$ cat src/rtl/mem_access_ctrl_pkg.sv
// Shared types and constants for the MEM-stage memory access controller.
//   mem_op_t    : EX-stage memory operation encoding (2'b11 is reserved and
//                 is decoded as NOP by the users of this package)
//   bus_state_t : bus master FSM states
//   BUS_*       : shared-bus pin polarities (strobes are active-low)
//   is_mem_op() : true for LDW/STW
package mem_access_ctrl_pkg;

    typedef enum logic [1:0] {
        MEM_OP_NOP = 2'b00,
        MEM_OP_LDW = 2'b01,
        MEM_OP_STW = 2'b10
    } mem_op_t;

    typedef enum logic [1:0] {
        IDLE   = 2'b00,
        REQ    = 2'b01,
        ACCESS = 2'b10,
        DONE   = 2'b11
    } bus_state_t;

    localparam logic BUS_ASSERT   = 1'b0;
    localparam logic BUS_DEASSERT = 1'b1;
    localparam logic BUS_RW_READ  = 1'b1;
    localparam logic BUS_RW_WRITE = 1'b0;

    localparam int TMO_CNT_W = 8;

    function automatic logic is_mem_op(input logic [1:0] op);
        return (op == MEM_OP_LDW) || (op == MEM_OP_STW);
    endfunction

endpackage

$ cat src/rtl/mem_access_ctrl_bus_master_fsm.sv
// Shared-bus master: request/grant/strobe/ready handshake with access timeout.
// Ports:
//   clk, rst          clock, synchronous active-high reset
//   go_i              start a transfer (only honoured in IDLE)
//   flush_i, stall_i  pipeline control (abort in REQ, release/hold in DONE)
//   rw_i, addr_i,     transfer attributes, latched on the IDLE->REQ edge
//   wr_data_i
//   bus_grant_n_i     bus grant, active-low
//   bus_rdy_n_i       transfer done, active-low
//   bus_rd_data_i     read data, valid with bus_rdy_n_i low
//   state_o           current FSM state
//   rd_buf_o          captured load data (0 after a timeout)
//   bus_err_o         one-cycle pulse in the first DONE cycle after a timeout
//   bus_req_n_o, bus_as_n_o, bus_rw_o, bus_addr_o, bus_wr_data_o  bus pins
module bus_master_fsm
    import mem_access_ctrl_pkg::*;
#(
    parameter int DATA_W      = 32,
    parameter int ADDR_W      = 30,
    parameter int TIMEOUT_CYC = 255
) (
    input  logic              clk,
    input  logic              rst,
    input  logic              go_i,
    input  logic              flush_i,
    input  logic              stall_i,
    input  logic              rw_i,
    input  logic [ADDR_W-1:0] addr_i,
    input  logic [DATA_W-1:0] wr_data_i,
    input  logic              bus_grant_n_i,
    input  logic              bus_rdy_n_i,
    input  logic [DATA_W-1:0] bus_rd_data_i,
    output bus_state_t        state_o,
    output logic [DATA_W-1:0] rd_buf_o,
    output logic              bus_err_o,
    output logic              bus_req_n_o,
    output logic              bus_as_n_o,
    output logic              bus_rw_o,
    output logic [ADDR_W-1:0] bus_addr_o,
    output logic [DATA_W-1:0] bus_wr_data_o
);

    // Counter value seen in the last permitted ACCESS cycle.
    localparam logic [TMO_CNT_W-1:0] TO_LAST =
        (TIMEOUT_CYC == 0) ? '1 : TMO_CNT_W'(TIMEOUT_CYC - 1);

    bus_state_t           state_q, state_d;
    logic                 req_n_q, req_n_d;
    logic                 as_n_q, as_n_d;
    logic                 rw_q, rw_d;
    logic [ADDR_W-1:0]    addr_q, addr_d;
    logic [DATA_W-1:0]    wdata_q, wdata_d;
    logic [DATA_W-1:0]    rd_buf_q, rd_buf_d;
    logic                 err_q, err_d;
    logic [TMO_CNT_W-1:0] cnt_q, cnt_d;

    always_ff @(posedge clk) begin
        if (rst) begin
            state_q  <= IDLE;
            req_n_q  <= BUS_DEASSERT;
            as_n_q   <= BUS_DEASSERT;
            rw_q     <= BUS_RW_READ;
            addr_q   <= '0;
            wdata_q  <= '0;
            rd_buf_q <= '0;
            err_q    <= 1'b0;
            cnt_q    <= '0;
        end else begin
            state_q  <= state_d;
            req_n_q  <= req_n_d;
            as_n_q   <= as_n_d;
            rw_q     <= rw_d;
            addr_q   <= addr_d;
            wdata_q  <= wdata_d;
            rd_buf_q <= rd_buf_d;
            err_q    <= err_d;
            cnt_q    <= cnt_d;
        end
    end

    always_comb begin
        state_d  = state_q;
        req_n_d  = req_n_q;
        as_n_d   = BUS_DEASSERT;   // strobe is a single-cycle pulse
        rw_d     = rw_q;
        addr_d   = addr_q;
        wdata_d  = wdata_q;
        rd_buf_d = rd_buf_q;
        err_d    = 1'b0;
        cnt_d    = cnt_q;
        unique case (state_q)
            IDLE: begin
                if (go_i) begin
                    state_d = REQ;
                    req_n_d = BUS_ASSERT;
                    rw_d    = rw_i;
                    addr_d  = addr_i;
                    wdata_d = wr_data_i;
                end
            end
            REQ: begin
                // A flush wins over a grant arriving in the same cycle.
                if (flush_i) begin
                    state_d = IDLE;
                    req_n_d = BUS_DEASSERT;
                end else if (bus_grant_n_i == BUS_ASSERT) begin
                    state_d = ACCESS;
                    as_n_d  = BUS_ASSERT;
                    cnt_d   = '0;
                end
            end
            ACCESS: begin
                // Flush is ignored here: the slave must see the transfer end.
                if (bus_rdy_n_i == BUS_ASSERT) begin
                    if (rw_q == BUS_RW_READ) begin
                        rd_buf_d = bus_rd_data_i;
                    end
                    state_d = DONE;
                    req_n_d = BUS_DEASSERT;
                end else if ((TIMEOUT_CYC != 0) && (cnt_q == TO_LAST)) begin
                    err_d    = 1'b1;
                    rd_buf_d = '0;
                    state_d  = DONE;
                    req_n_d  = BUS_DEASSERT;
                end else if (cnt_q != '1) begin
                    cnt_d = cnt_q + 1'b1;
                end
            end
            DONE: begin
                // Never re-request from DONE: the EX op is still the one just served.
                if (flush_i || !stall_i) begin
                    state_d = IDLE;
                end
            end
            default: state_d = IDLE;
        endcase
    end

    assign state_o       = state_q;
    assign rd_buf_o      = rd_buf_q;
    assign bus_err_o     = err_q;
    assign bus_req_n_o   = req_n_q;
    assign bus_as_n_o    = as_n_q;
    assign bus_rw_o      = rw_q;
    assign bus_addr_o    = addr_q;
    assign bus_wr_data_o = wdata_q;

endmodule

$ cat src/rtl/mem_access_ctrl.sv
// MEM-stage memory access controller: decodes the EX memory op, checks word
// alignment, runs LDW/STW on the shared bus and requests pipeline stalls.
// Ports:
//   clk, rst                 clock, synchronous active-high reset
//   stall, flush             pipeline control
//   ex_en, ex_mem_op         EX valid and memory op (00 NOP, 01 LDW, 10 STW, 11 NOP)
//   ex_mem_wr                store data
//   ex_out                   byte address for LDW/STW, pass-through data otherwise
//   out                      to mem_reg: load data, 0 for stores, ex_out otherwise
//   miss_align               memory op with a non-word-aligned address
//   busy                     stall request while a transfer is outstanding
//   bus_err                  one-cycle pulse after an access timeout
//   bus_req_, bus_grant_, bus_as_, bus_rw, bus_addr, bus_wr_data,
//   bus_rd_data, bus_rdy_    shared bus (trailing underscore = active-low)
module mem_access_ctrl
    import mem_access_ctrl_pkg::*;
#(
    parameter int DATA_W      = 32,
    parameter int ADDR_W      = 30,
    parameter int TIMEOUT_CYC = 255
) (
    input  logic              clk,
    input  logic              rst,
    input  logic              stall,
    input  logic              flush,
    input  logic              ex_en,
    input  logic [1:0]        ex_mem_op,
    input  logic [DATA_W-1:0] ex_mem_wr,
    input  logic [DATA_W-1:0] ex_out,
    output logic [DATA_W-1:0] out,
    output logic              miss_align,
    output logic              busy,
    output logic              bus_err,
    output logic              bus_req_,
    input  logic              bus_grant_,
    output logic              bus_as_,
    output logic              bus_rw,
    output logic [ADDR_W-1:0] bus_addr,
    output logic [DATA_W-1:0] bus_wr_data,
    input  logic [DATA_W-1:0] bus_rd_data,
    input  logic              bus_rdy_
);

    bus_state_t        state;
    logic [DATA_W-1:0] rd_buf;
    logic              mem_op;
    logic              go;

    assign mem_op     = ex_en && is_mem_op(ex_mem_op);
    assign miss_align = mem_op && (ex_out[1:0] != 2'b00);
    assign go         = mem_op && !miss_align && !flush;

    // DONE is deliberately not busy so mem_reg captures the result that cycle.
    assign busy = ((state == IDLE) && go) || (state == REQ) || (state == ACCESS);

    always_comb begin
        out = ex_out;
        if (ex_mem_op == MEM_OP_LDW) begin
            out = (state == DONE) ? rd_buf : '0;
        end else if (ex_mem_op == MEM_OP_STW) begin
            out = '0;
        end
    end

    bus_master_fsm #(
        .DATA_W      (DATA_W),
        .ADDR_W      (ADDR_W),
        .TIMEOUT_CYC (TIMEOUT_CYC)
    ) u_bus_master_fsm (
        .clk           (clk),
        .rst           (rst),
        .go_i          (go),
        .flush_i       (flush),
        .stall_i       (stall),
        .rw_i          (ex_mem_op == MEM_OP_LDW),
        .addr_i        (ex_out[ADDR_W+1:2]),
        .wr_data_i     (ex_mem_wr),
        .bus_grant_n_i (bus_grant_),
        .bus_rdy_n_i   (bus_rdy_),
        .bus_rd_data_i (bus_rd_data),
        .state_o       (state),
        .rd_buf_o      (rd_buf),
        .bus_err_o     (bus_err),
        .bus_req_n_o   (bus_req_),
        .bus_as_n_o    (bus_as_),
        .bus_rw_o      (bus_rw),
        .bus_addr_o    (bus_addr),
        .bus_wr_data_o (bus_wr_data)
    );

endmodule

$ cat config.mk
export PLATFORM = sky130hd
export DESIGN_NAME = mem_access_ctrl
export DESIGN_NICKNAME = d
export VERILOG_FILES = /design/src/rtl/mem_access_ctrl_pkg.sv /design/src/rtl/mem_access_ctrl_bus_master_fsm.sv /design/src/rtl/mem_access_ctrl.sv
export SDC_FILE = /design/constraint.sdc
export NUM_CORES = 1
export LEC_CHECK = 0
export ABC_AREA = 0
export CAP_MARGIN = 40
export CORE_ASPECT_RATIO = 0.9
export CORE_UTILIZATION = 29
export CTS_BUF_LIST = sky130_fd_sc_hd__clkbuf_2
export DETAILED_ROUTE_END_ITERATION = 6
export PLACE_DENSITY = 0.61
export SYNTH_ARGS = -nofsm -noshare
export SYNTH_HDL_FRONTEND = slang
export SYNTH_SLANG_ARGS = --single-unit
$ cat constraint.sdc
create_clock -name clk -period 6.75 [get_ports clk]
set_clock_uncertainty 0.05 [all_clocks]
set_input_delay 2.025 -clock clk [delete_from_list [all_inputs] [get_ports clk]]
set_output_delay 2.025 -clock clk [all_outputs]
set_load 0.03 [all_outputs]
==> results.txt, run 1 <==
Status: complete, no violations
Area of the core: 15600 µm²
Layout Area Growth over Synthesis: 48.2%
CP dominant cell by count: clkdlybuf4s50_1
Post-CTS Hold Buffers: 0
Post-Synth XOR/XNOR Area: 0
IO Pins: 205
Cts repair resizes: 0
CP max stage delay: 0.66 ns
Root buffer cell: clkbuf_2
Post-synth cell types: 40
P_leak: 2.36 nW
Post-synthesis compound-gate area fraction: 0.230
P per Cell Area: 177 nW/µm²
Die W: 136 µm
Least-Margin Pin Slew: 0.791 ns
Critical Path End Type: output port
CTS tree: built
Largest net degree at the start of global routing: 69
Synthesized instance count: 570
Grt ovf: 0
Die area: 16700 µm²
Delay-heaviest family, CP: buffers and inverters
Final Max Tran Viols: 0
DR DRC count: 0
Fmax achieved: 161 MHz
Mux contribution to synthesized area: 0.00426
Sequential area share after synthesis: 0.460
Final GP Congestion: 0.795
Worst path cell trace: clkdlybuf4s50_1 > inv_1 > ha_1 > nor2_2 > a22o_1 > clkdlybuf4s50_1
Worst slew margin: 0.473
Nets@finish: 856
Vias in the first global route: 4659
Clock share of power: 0.272
Crit-path slowest cell: clkdlybuf4s50_1
Net Sw Power: 0.000366 W
Crit share post-route: 0.921
Pre-CTS setup slack: 0.527 ns
Row count: 43
Setup TNS: 0 ns
Crit start category: input port
WP data arrival: 4.14 ns
Crit Path Class: in2out
Later-pin clock latency in the skew report: 0.63 ns
Worst-path clk slew: 0.31 ns
Seq pwr share: 0.533
Count of final hold-check violations: 0
Share of layout cells above drive strength 1: 0.0830
Setup Viol. Count Final: 0
Final HPWL DP: 10800 µm
Initial antenna violation count: 1
CTS Buffer Depth: 2
First DRT Iteration DRCs: 339
Layout Cells excl Fill: 950
Fin area: 6970 µm²
Yosys reg bits: 108
Area after DPL: 6830 µm²
Sw Share: 0.297
Routed wire length: 15800 µm
RSZ-0062 raised after global routing: false
Initial Util: 0.301
CTS Buf Count: 9
Placed cell count: 933
Drt via density: 5.12
Data required, critical path: 4.68 ns
Final worst path period need: 6.22 ns
Ys Warns: 0
Combinational power share: 0.195
Die Y: 123 µm
# clock sinks: 108
Largest family of logic cells by synthesized area: compound AO/OA/AOI/OAI gates
Int Power: 0.000865 W
Via count: 4864
Overall Global Routing Usage: 0.188
Crit-path max FO: 10
DR pass1 iterations: 6
Port bufs: 204
Htree depth: 3
WL/cell: 16.6 µm
Mapped cell area: 4700 µm²
Final worst slack: 0.532 ns
Final Util: 0.447
Simple-gate share of the synthesized area: 0.227
Post-DRT Antenna Nets: 0
Global-route wire length before repair: 24300 µm
Min-Delay Path Class: reg2reg
Post-Synthesis Net Count: 684
CP bufs+invs: 3
Postcts setup bufs: 0
Synthesized-area fraction occupied by adder cells: 0.0240
Synth Area per Inst: 8.24 µm²
Max-Cap Viols: 0
Worst vdd rail ir drop: 0.0000855 V
==> worst paths after layout <==
kind / from / end / slack (ns) / depth (start not counted)
max: ex_mem_op[1] / out[11] / 0.53 / 6
min: u_bus_master_fsm.bus_wr_data_o[27] / u_bus_master_fsm.bus_wr_data_o[27] / 0.42 / 2
max reg2reg: u_bus_master_fsm.state_o[0] / u_bus_master_fsm.cnt_q[1] / 4.13 / 6
min reg2reg: u_bus_master_fsm.bus_wr_data_o[27] / u_bus_master_fsm.bus_wr_data_o[27] / 0.42 / 2
==> cell usage after synthesis <==
cell type	instances	area, µm²
a21oi_1	101	505
or2_2	2	12.5
and4_4	1	11.3
a22o_1	32	280
nor4b_1	2	17.5
and4_1	1	8.76
buf_6	2	22.5
or3_1	2	12.5
o211a_1	1	10.0
dfxtp_1	108	2160
and3_1	1	6.26
or4b_2	1	10.0
a22oi_1	1	7.51
nand2_1	133	499
o31ai_1	4	30.0
nand2b_1	2	12.5
o41a_1	1	11.3
or4_1	6	45.0
or2b_1	1	7.51
and4b_1	1	10.0
and2_1	1	6.26
inv_1	8	30.0
nor2_1	7	26.3
nand3_1	5	25.0
a21o_2	1	8.76
buf_4	1	7.51
o21ai_0	34	170
nand4b_1	34	298
nor3_1	5	25.0
buf_2	11	55.1
o41ai_1	2	17.5
clkbuf_1	38	143
ha_1	9	113
nor2b_1	1	6.26
nor4_1	1	6.26
o21ai_1	1	5.00
mux2i_1	2	20.0
o21a_1	3	22.5
a31oi_1	2	12.5
nand3b_4	1	20.0
==> through the flow <==
step / hold slack, ns / power [W]
2_1_floorplan: 0.389 / 0.000780
3_3_place_gp: 0.391 / 0.000902
3_5_place_dp: 0.397 / 0.000906
4_1_cts: 0.424 / 0.00125
5_1_grt: 0.443 / 0.00130
6_report: 0.422 / 0.00123
==> tightest hold or removal path: stages (launching register included) <==
cell	delay (ns)
dfxtp_1	0.38
nand2_1	0.05
a21oi_1	0.05
==> cells by family (layout without fill, tap and decap cells) <==
logic type	after synthesis	after routing
muxes	2	2
buffers and inverters	60	237
and+or+nand+nor	208	208
other	0	1
adders and majority gates	9	9
DFF	108	108
AOI/OAI and AO/OA	183	183
==> cell usage in the layout (no fill, tap or decap), drive strengths merged <==
cell type      instances
o21a                   3
nor2b                  1
mux2i                  2
o31ai                  4
or3                    2
clkinv                 1
a21o                   1
and2                   1
o41a                   1
nand3b                 1
a22o                  32
buf                   36
a21oi                101
and3                   1
clkdlybuf4s50        177
and4                   2
and4b                  1
nand2b                 2
o211a                  1
clkbuf                 9
ha                     9
nand3                  5
nor2                   7
bufinv                 1
o41ai                  2
diode                  1
inv                   13
or2                    2
nand2                133
dfxtp                108
nor3                   5
or4                    6
a31oi                  2
o21ai                 35
nor4b                  2
or2b                   1
or4b                   1
nand4b                34
nor4                   1
a22oi                  1
==> power by group through the flow <==
stage | sequential (W) | clock, W | combinational (W)
finish | 0.000656 | 0.000335 | 0.000240
global route | 0.000659 | 0.000386 | 0.000256
CTS | 0.000657 | 0.000354 | 0.000241
detailed placement | 0.000667 | 0 | 0.000240
global placement | 0.000666 | 0 | 0.000236
floorplan | 0.000679 | 0 | 0.000101
==> registers in the layout, summed over array words and instances, names as in the netlist, named ones only <==
name	cells
u_bus_master_fsm.state_o	1
u_bus_master_fsm.bus_rw_o	1
u_bus_master_fsm.bus_wr_data_o	32
u_bus_master_fsm.cnt_q	8
u_bus_master_fsm.bus_err_o	1
u_bus_master_fsm.bus_as_n_o	1
u_bus_master_fsm.bus_addr_o	30
u_bus_master_fsm.rd_buf_o	32
u_bus_master_fsm.bus_req_n_o	1
==> per-layer routing <==
layer,up-vias,global-route usage,part of all wire
li1,2357,-,-
met4,0,0.0604,0.018
met5,-,0,0
met1,2309,0.238,0.44
met2,181,0.311,0.48
met3,17,0.0475,0.068
==> final cells by class <==
type / count / area (µm²)
diodes: 1 / 2.50
clock buffers: 9 / 45.0
fillers: 1534 / 8640
clock inverters: 7 / 87.6
inverters: 8 / 30.0
flip-flops and latches: 108 / 2160
well taps: 202 / 253
multi-input cells: 402 / 2290
repair buffers: 213 / 2090
Note: power is estimated with default switching activity, not from simulation.
==> run 2, diff against run 1 <==
--- a/config.mk
+++ b/config.mk
@@ -11,7 +11,8 @@
 export CORE_UTILIZATION = 29
 export CTS_BUF_LIST = sky130_fd_sc_hd__clkbuf_2
 export DETAILED_ROUTE_END_ITERATION = 6
-export PLACE_DENSITY = 0.61
+export PLACE_DENSITY = 0.56
 export SYNTH_ARGS = -nofsm -noshare
 export SYNTH_HDL_FRONTEND = slang
+export SYNTH_HIERARCHICAL = 1
 export SYNTH_SLANG_ARGS = --single-unit
==> results.txt, run 2 <==
Post-synth top area cell: dfxtp_1
Ys Warns: 6 (+6)
Drt via density: 4.88 (-4.6%)
Worst vdd rail ir drop: 0.000127 V (+48%)
Critical Path End Type: output port
Area of the core: 14300 µm² (-8.3%)
Fin area: 6570 µm² (-5.6%)
Crit share post-route: 0.891 (-0.0300)
Nets@finish: 793 (-7.4%)
Least-Margin Pin Slew: 0.816 ns (+0.0248 ns)
Yosys top cell area share: 0.499 (+0.0391)
Overall Global Routing Usage: 0.181 (-0.00696)
Cts repair resizes: 0 (unchanged)
First DRT Iteration DRCs: 175 (-48%)
Sequential area share after synthesis: 0.499 (+0.0391)
P_leak: 2.36 nW (-0.28%)
Fmax achieved: 166 MHz (+3.4%)
Met3 routed WL: 1220 µm (+14%)
Grt ovf: 0 (unchanged)
Post-CTS Hold Buffers: 0 (unchanged)
R2r endpoint: u_bus_master_fsm/cnt_q[3]
WP data arrival: 3.94 ns (-0.20 ns)
Post-synth top cells: 130 x nand2_1, 108 x dfxtp_1, 65 x a21oi_1, 64 x a22o_1, 18 x clkbuf_1
Final Max Tran Viols: 0 (unchanged)
Area after DPL: 6460 µm² (-5.4%)
Die area: 15400 µm² (-7.7%)
Total power: 0.00118 W (-4.2%)
Routed wire length: 13900 µm (-12%)
Commonest cells after routing, fill and taps aside: 171 x clkdlybuf4s50_1, 129 x nand2_1, 108 x dfxtp_1
Most used DFF post-synth: dfxtp_1
Min-Delay Path Class: reg2reg
Worst slew margin: 0.456 (-0.0166)
Pre-CTS setup slack: 0.711 ns (+0.185 ns)
Critical Path Start: ex_mem_op[0]
CTS tree: built
R2r setup slk: 4.26 ns (+0.13 ns)
Mapped cell area: 4330 µm² (-7.8%)
Most frequent cell after synthesis: nand2_1
Final HPWL DP: 9670 µm (-10%)
Status: complete, no violations
Vias in the first global route: 4131 (-11%)
Root buffer cell: clkbuf_2
DR DRC count: 0 (unchanged)
DR pass1 iterations: 6 (unchanged)
P per Cell Area: 180 nW/µm² (+1.6%)
Number of fill cells: 1376 (-10%)
Largest net degree at the start of global routing: 76 (+10%)
Antenna diodes: 0 (-1)
CTS Buffer Depth: 2 (unchanged)
Share of layout cells above drive strength 1: 0.0936 (+0.0106)
Die W: 131 µm (-3.9%)
Post-Synthesis Net Count: 607 (-11%)
Row count: 41 (-4.7%)
Crit-path max FO: 3 (-7)
Port bufs: 204 (unchanged)
WL/cell: 15.9 µm (-4.2%)
Crit Path Class: in2out
Synth Area per Inst: 8.79 µm² (+6.6%)
R2R depth: 6 (unchanged)
CTS Buf Count: 9 (unchanged)
# clock sinks: 108 (unchanged)
Crit start category: input port
DR WL met2: 6510 µm (-13%)
RSZ-0062 raised after global routing: false
Via count: 4284 (-12%)
Yosys reg bits: 108 (unchanged)
Postcts setup bufs: 0 (unchanged)
IO Pins: 205 (unchanged)
Count of final hold-check violations: 0 (unchanged)
Most common cell after layout, fill and taps aside: clkdlybuf4s50_1
Number of synthesized flops with an enable pin: 0 (unchanged)
Setup Viol. Count Final: 0 (unchanged)
Post-DRT Antenna Nets: 0 (unchanged)
Setup crit end: busy
Final worst slack: 0.734 ns (+0.203 ns)
Final GP Congestion: 0.789 (-0.84%)
Worst-path clk slew: 0.27 ns (-0.04 ns)
Ys async rst share: 0 (unchanged)
Initial antenna violation count: 0 (-1)
Htree depth: 3 (unchanged)
Synthesized instance count: 493 (-14%)
Later-pin clock latency in the skew report: 0.60 ns (-0.03 ns)
Setup TNS: 0 ns (unchanged)
Global-route wire length before repair: 21800 µm (-10%)
Top sig layer: met4
Die Y: 118 µm (-3.9%)
M1 wire length: 6150 µm (-11%)
Layout Area Growth over Synthesis: 51.8%
Post-synth cell types: 40 (unchanged)
Final worst path period need: 6.02 ns (-0.203 ns)
Data required, critical path: 4.68 ns (about the same)
Initial Util: 0.303 (+0.00145)
FF-to-FF Start: u_bus_master_fsm/state_o[0]
Max-Cap Viols: 0 (unchanged)
Area contributors post-synth: dfxtp_1 50%, a22o_1 13%, nand2_1 11%, a21oi_1 7.5%, ha_1 2.6%
run 2: how the worst min path moves through the flow:
| stage | startpoint | to | depth (start not counted) | slack, ns |
|---|---|---|---|---|
| floorplan | u_bus_master_fsm/rd_buf_o[0] | u_bus_master_fsm/rd_buf_o[0] | 1 | 0.39 |
| global placement | u_bus_master_fsm/bus_addr_o[21] | u_bus_master_fsm/bus_addr_o[21] | 2 | 0.39 |
| detailed placement | u_bus_master_fsm/bus_wr_data_o[8] | u_bus_master_fsm/bus_wr_data_o[8] | 2 | 0.40 |
| CTS | u_bus_master_fsm/bus_wr_data_o[8] | u_bus_master_fsm/bus_wr_data_o[8] | 2 | 0.42 |
| global route | u_bus_master_fsm/bus_wr_data_o[8] | u_bus_master_fsm/bus_wr_data_o[8] | 2 | 0.43 |
| finish | u_bus_master_fsm/bus_addr_o[16] | u_bus_master_fsm/bus_addr_o[16] | 2 | 0.42 |
run 2: through the flow:
stage                     std cells  hold slack, ns  utilization
after floorplan                 493           0.393            -
after global placement          860           0.391        0.450
after detailed placement        861           0.396        0.451
after CTS                       877           0.424        0.459
after global routing            877           0.434        0.459
final                           877           0.422        0.459
run 2: layout make-up:
type                       instances  area [µm²]  share of cell area
inverter                          12        45.0             0.00685
timing repair buffer             211        2050               0.311
sequential                       108        2160               0.329
clock buffer                      10        50.0             0.00761
clock inverter                     6        63.8             0.00971
multi-input combinational        337        1960               0.299
tap                              193         241              0.0367
run 2: cells by family (layout without fill, tap and decap cells):
family	count (synthesis)	after routing	share of synthesized area
fa+ha+maj	9	9	0.0260
xor+xnor	1	1	0.00202
simple gates	167	167	0.164
buf+inv	48	239	0.0508
compound gates	160	160	0.258
flops	108	108	0.499
run 2: metal layers:
layer,GRT usage,vias to the layer above
met5,0,-
met4,0.0323,0
met3,0.0709,6
met2,0.305,171
met1,0.216,2000
li1,-,2107
run 2: worst max-delay path: stages:
cell             delay (ns)
clkdlybuf4s50_1        0.48
inv_1                  0.05
ha_1                   0.28
nand2b_1               0.18
o31ai_2                0.23
clkdlybuf4s50_1        0.70
run 2: power by group:
part,internal (W),switching (W)
Clock,0.0000867,0.000215
Combinational,0.000111,0.000113
Sequential,0.000648,0.00000553
==> run 3, diff against run 2 <==
--- a/config.mk
+++ b/config.mk
@@ -9,7 +9,6 @@
 export CAP_MARGIN = 40
 export CORE_ASPECT_RATIO = 0.9
 export CORE_UTILIZATION = 29
-export CTS_BUF_LIST = sky130_fd_sc_hd__clkbuf_2
 export DETAILED_ROUTE_END_ITERATION = 6
 export PLACE_DENSITY = 0.56
 export SYNTH_ARGS = -nofsm -noshare
==> results.txt, run 3 (synthesized netlist as in run 2, its figures left out) <==
Status: complete, no violations
P per Cell Area: 207 nW/µm² (+15%)
WL/cell: 15.9 µm (-0.13%)
Count of final hold-check violations: 0 (unchanged)
Area of the core: 14300 µm² (unchanged)
Crit share post-route: 0.891 (unchanged)
Nets@finish: 793 (unchanged)
Grt ovf: 0 (unchanged)
# clock sinks: 108 (unchanged)
Min-Delay Path Class: reg2reg
Initial antenna violation count: 0 (unchanged)
RSZ-0062 raised after global routing: false
Placed cell count: 861 (unchanged)
R2r endpoint: u_bus_master_fsm/cnt_q[3]
Final GP Congestion: 0.789 (unchanged)
Post-CTS Hold Buffers: 0 (unchanged)
Commonest cells after routing, fill and taps aside: 171 x clkdlybuf4s50_1, 129 x nand2_1, 108 x dfxtp_1
Post-DRT Antenna Nets: 0 (unchanged)
IO Pins: 205 (unchanged)
Worst vdd rail ir drop: 0.000129 V (+1.4%)
Drt via density: 4.92 (+0.63%)
Largest net degree at the start of global routing: 76 (unchanged)
Port bufs: 204 (unchanged)
Fmax achieved: 166 MHz (unchanged)
CTS tree: built
Setup Viol. Count Final: 0 (unchanged)
Crit Path Class: in2out
Number of fill cells: 1360 (-1.2%)
Vias in the first global route: 4128 (-0.073%)
Layout Cells excl Fill: 877 (unchanged)
Final HPWL DP: 9670 µm (unchanged)
Worst-path clk slew: 0.07 ns (-0.20 ns)
Die area: 15400 µm² (unchanged)
Setup TNS: 0 ns (unchanged)
Crit start category: input port
Final worst path period need: 6.02 ns (unchanged)
Layout Area Growth over Synthesis: 55.9%
Later-pin clock latency in the skew report: 0.35 ns (-0.25 ns)
Root buffer cell: clkbuf_16
WP data arrival: 3.94 ns (about the same)
Setup crit end: busy
Footprint of the multi-input gates: 1960 µm² (unchanged)
Most common cell after layout, fill and taps aside: clkdlybuf4s50_1
R2R depth: 6 (unchanged)
Worst slew margin: 0.455 (-0.00133)
Max-Cap Viols: 0 (unchanged)
P_leak: 2.43 nW (+3.0%)
Htree depth: 3 (unchanged)
DR pass1 iterations: 4 (-2)
FF-to-FF Start: u_bus_master_fsm/state_o[0]
Share of layout cells above drive strength 1: 0.0921 (-0.00146)
Routed wire length: 13900 µm (-0.13%)
CTS Buffer Depth: 2 (unchanged)
CTS Buf Count: 9 (unchanged)
R2r setup slk: 4.32 ns (+0.06 ns)
Critical Path End Type: output port
Overall Global Routing Usage: 0.181 (+0.000348)
Total power: 0.00140 W (+19%)
Final Max Tran Viols: 0 (unchanged)
Data required, critical path: 4.68 ns (about the same)
Initial Util: 0.303 (unchanged)
Crit-path max FO: 3 (unchanged)
First DRT Iteration DRCs: 167 (-4.6%)
Seq. cell area: 2160 µm² (unchanged)
Critical Path Start: ex_mem_op[0]
DR DRC count: 0 (unchanged)
Cts repair resizes: 0 (unchanged)
Antenna diodes: 0 (unchanged)
Row count: 41 (unchanged)
Postcts setup bufs: 0 (unchanged)
Global-route wire length before repair: 21700 µm (-0.16%)
Via count: 4311 (+0.63%)
Die W: 131 µm (unchanged)
Die Y: 118 µm (unchanged)
Least-Margin Pin Slew: 0.818 ns (+0.00200 ns)
Hold path cells: 2 (unchanged)
[run 3: changes by cell type in the layout (fill, tap and decap cells not counted)]
cell       before  now
clkbuf_1        0    1
clkbuf_16       0    9
clkbuf_2       10    0
[run 3: worst min path at each step]
stage                     slack, ns                                 to                         startpoint
after floorplan                0.39       u_bus_master_fsm/rd_buf_o[0]       u_bus_master_fsm/rd_buf_o[0]
after global placement         0.39    u_bus_master_fsm/bus_addr_o[21]    u_bus_master_fsm/bus_addr_o[21]
after detailed placement       0.40  u_bus_master_fsm/bus_wr_data_o[8]  u_bus_master_fsm/bus_wr_data_o[8]
after CTS                      0.41  u_bus_master_fsm/bus_wr_data_o[8]  u_bus_master_fsm/bus_wr_data_o[8]
after global routing           0.42  u_bus_master_fsm/bus_wr_data_o[8]  u_bus_master_fsm/bus_wr_data_o[8]
final                          0.40  u_bus_master_fsm/bus_wr_data_o[8]  u_bus_master_fsm/bus_wr_data_o[8]
[run 3: cell type report]
class                      instances  area share
multi-input combinational        337       0.291
tap                              193      0.0358
sequential                       108       0.320
clock inverter                     6     0.00945
timing repair buffer             211       0.303
clock buffer                      10      0.0339
inverter                          12     0.00667
[run 3: critical path, cell delays in order]
cell and delay, ns:
clkdlybuf4s50_1 0.48, inv_1 0.05, ha_1 0.28, nand2b_1 0.18, o31ai_2 0.23, clkdlybuf4s50_1 0.70
[run 3: metal layers]
metal  global-route usage  part of all wire
met1                0.214              0.43
met2                0.305              0.47
met3               0.0736             0.094
met4               0.0366            0.0077
met5                    0                 0
[run 3: per-stage QoR]
stage	hold WS (ns)	setup WS [ns]	util	area [µm²]
detailed placement	0.396	0.711	0.451	6460
global placement	0.391	0.759	0.450	6440
floorplan	0.393	1.65	-	4330
finish	0.404	0.734	0.472	6750
global route	0.420	0.605	0.472	6750
CTS	0.407	0.710	0.472	6750
[run 3: report_power, final]
part | leakage, nW | internal, W | switching [W]
Sequential | 0.871 | 0.000645 | 0.00000554
Combinational | 1.42 | 0.000111 | 0.000114
Clock | 0.139 | 0.000288 | 0.000237
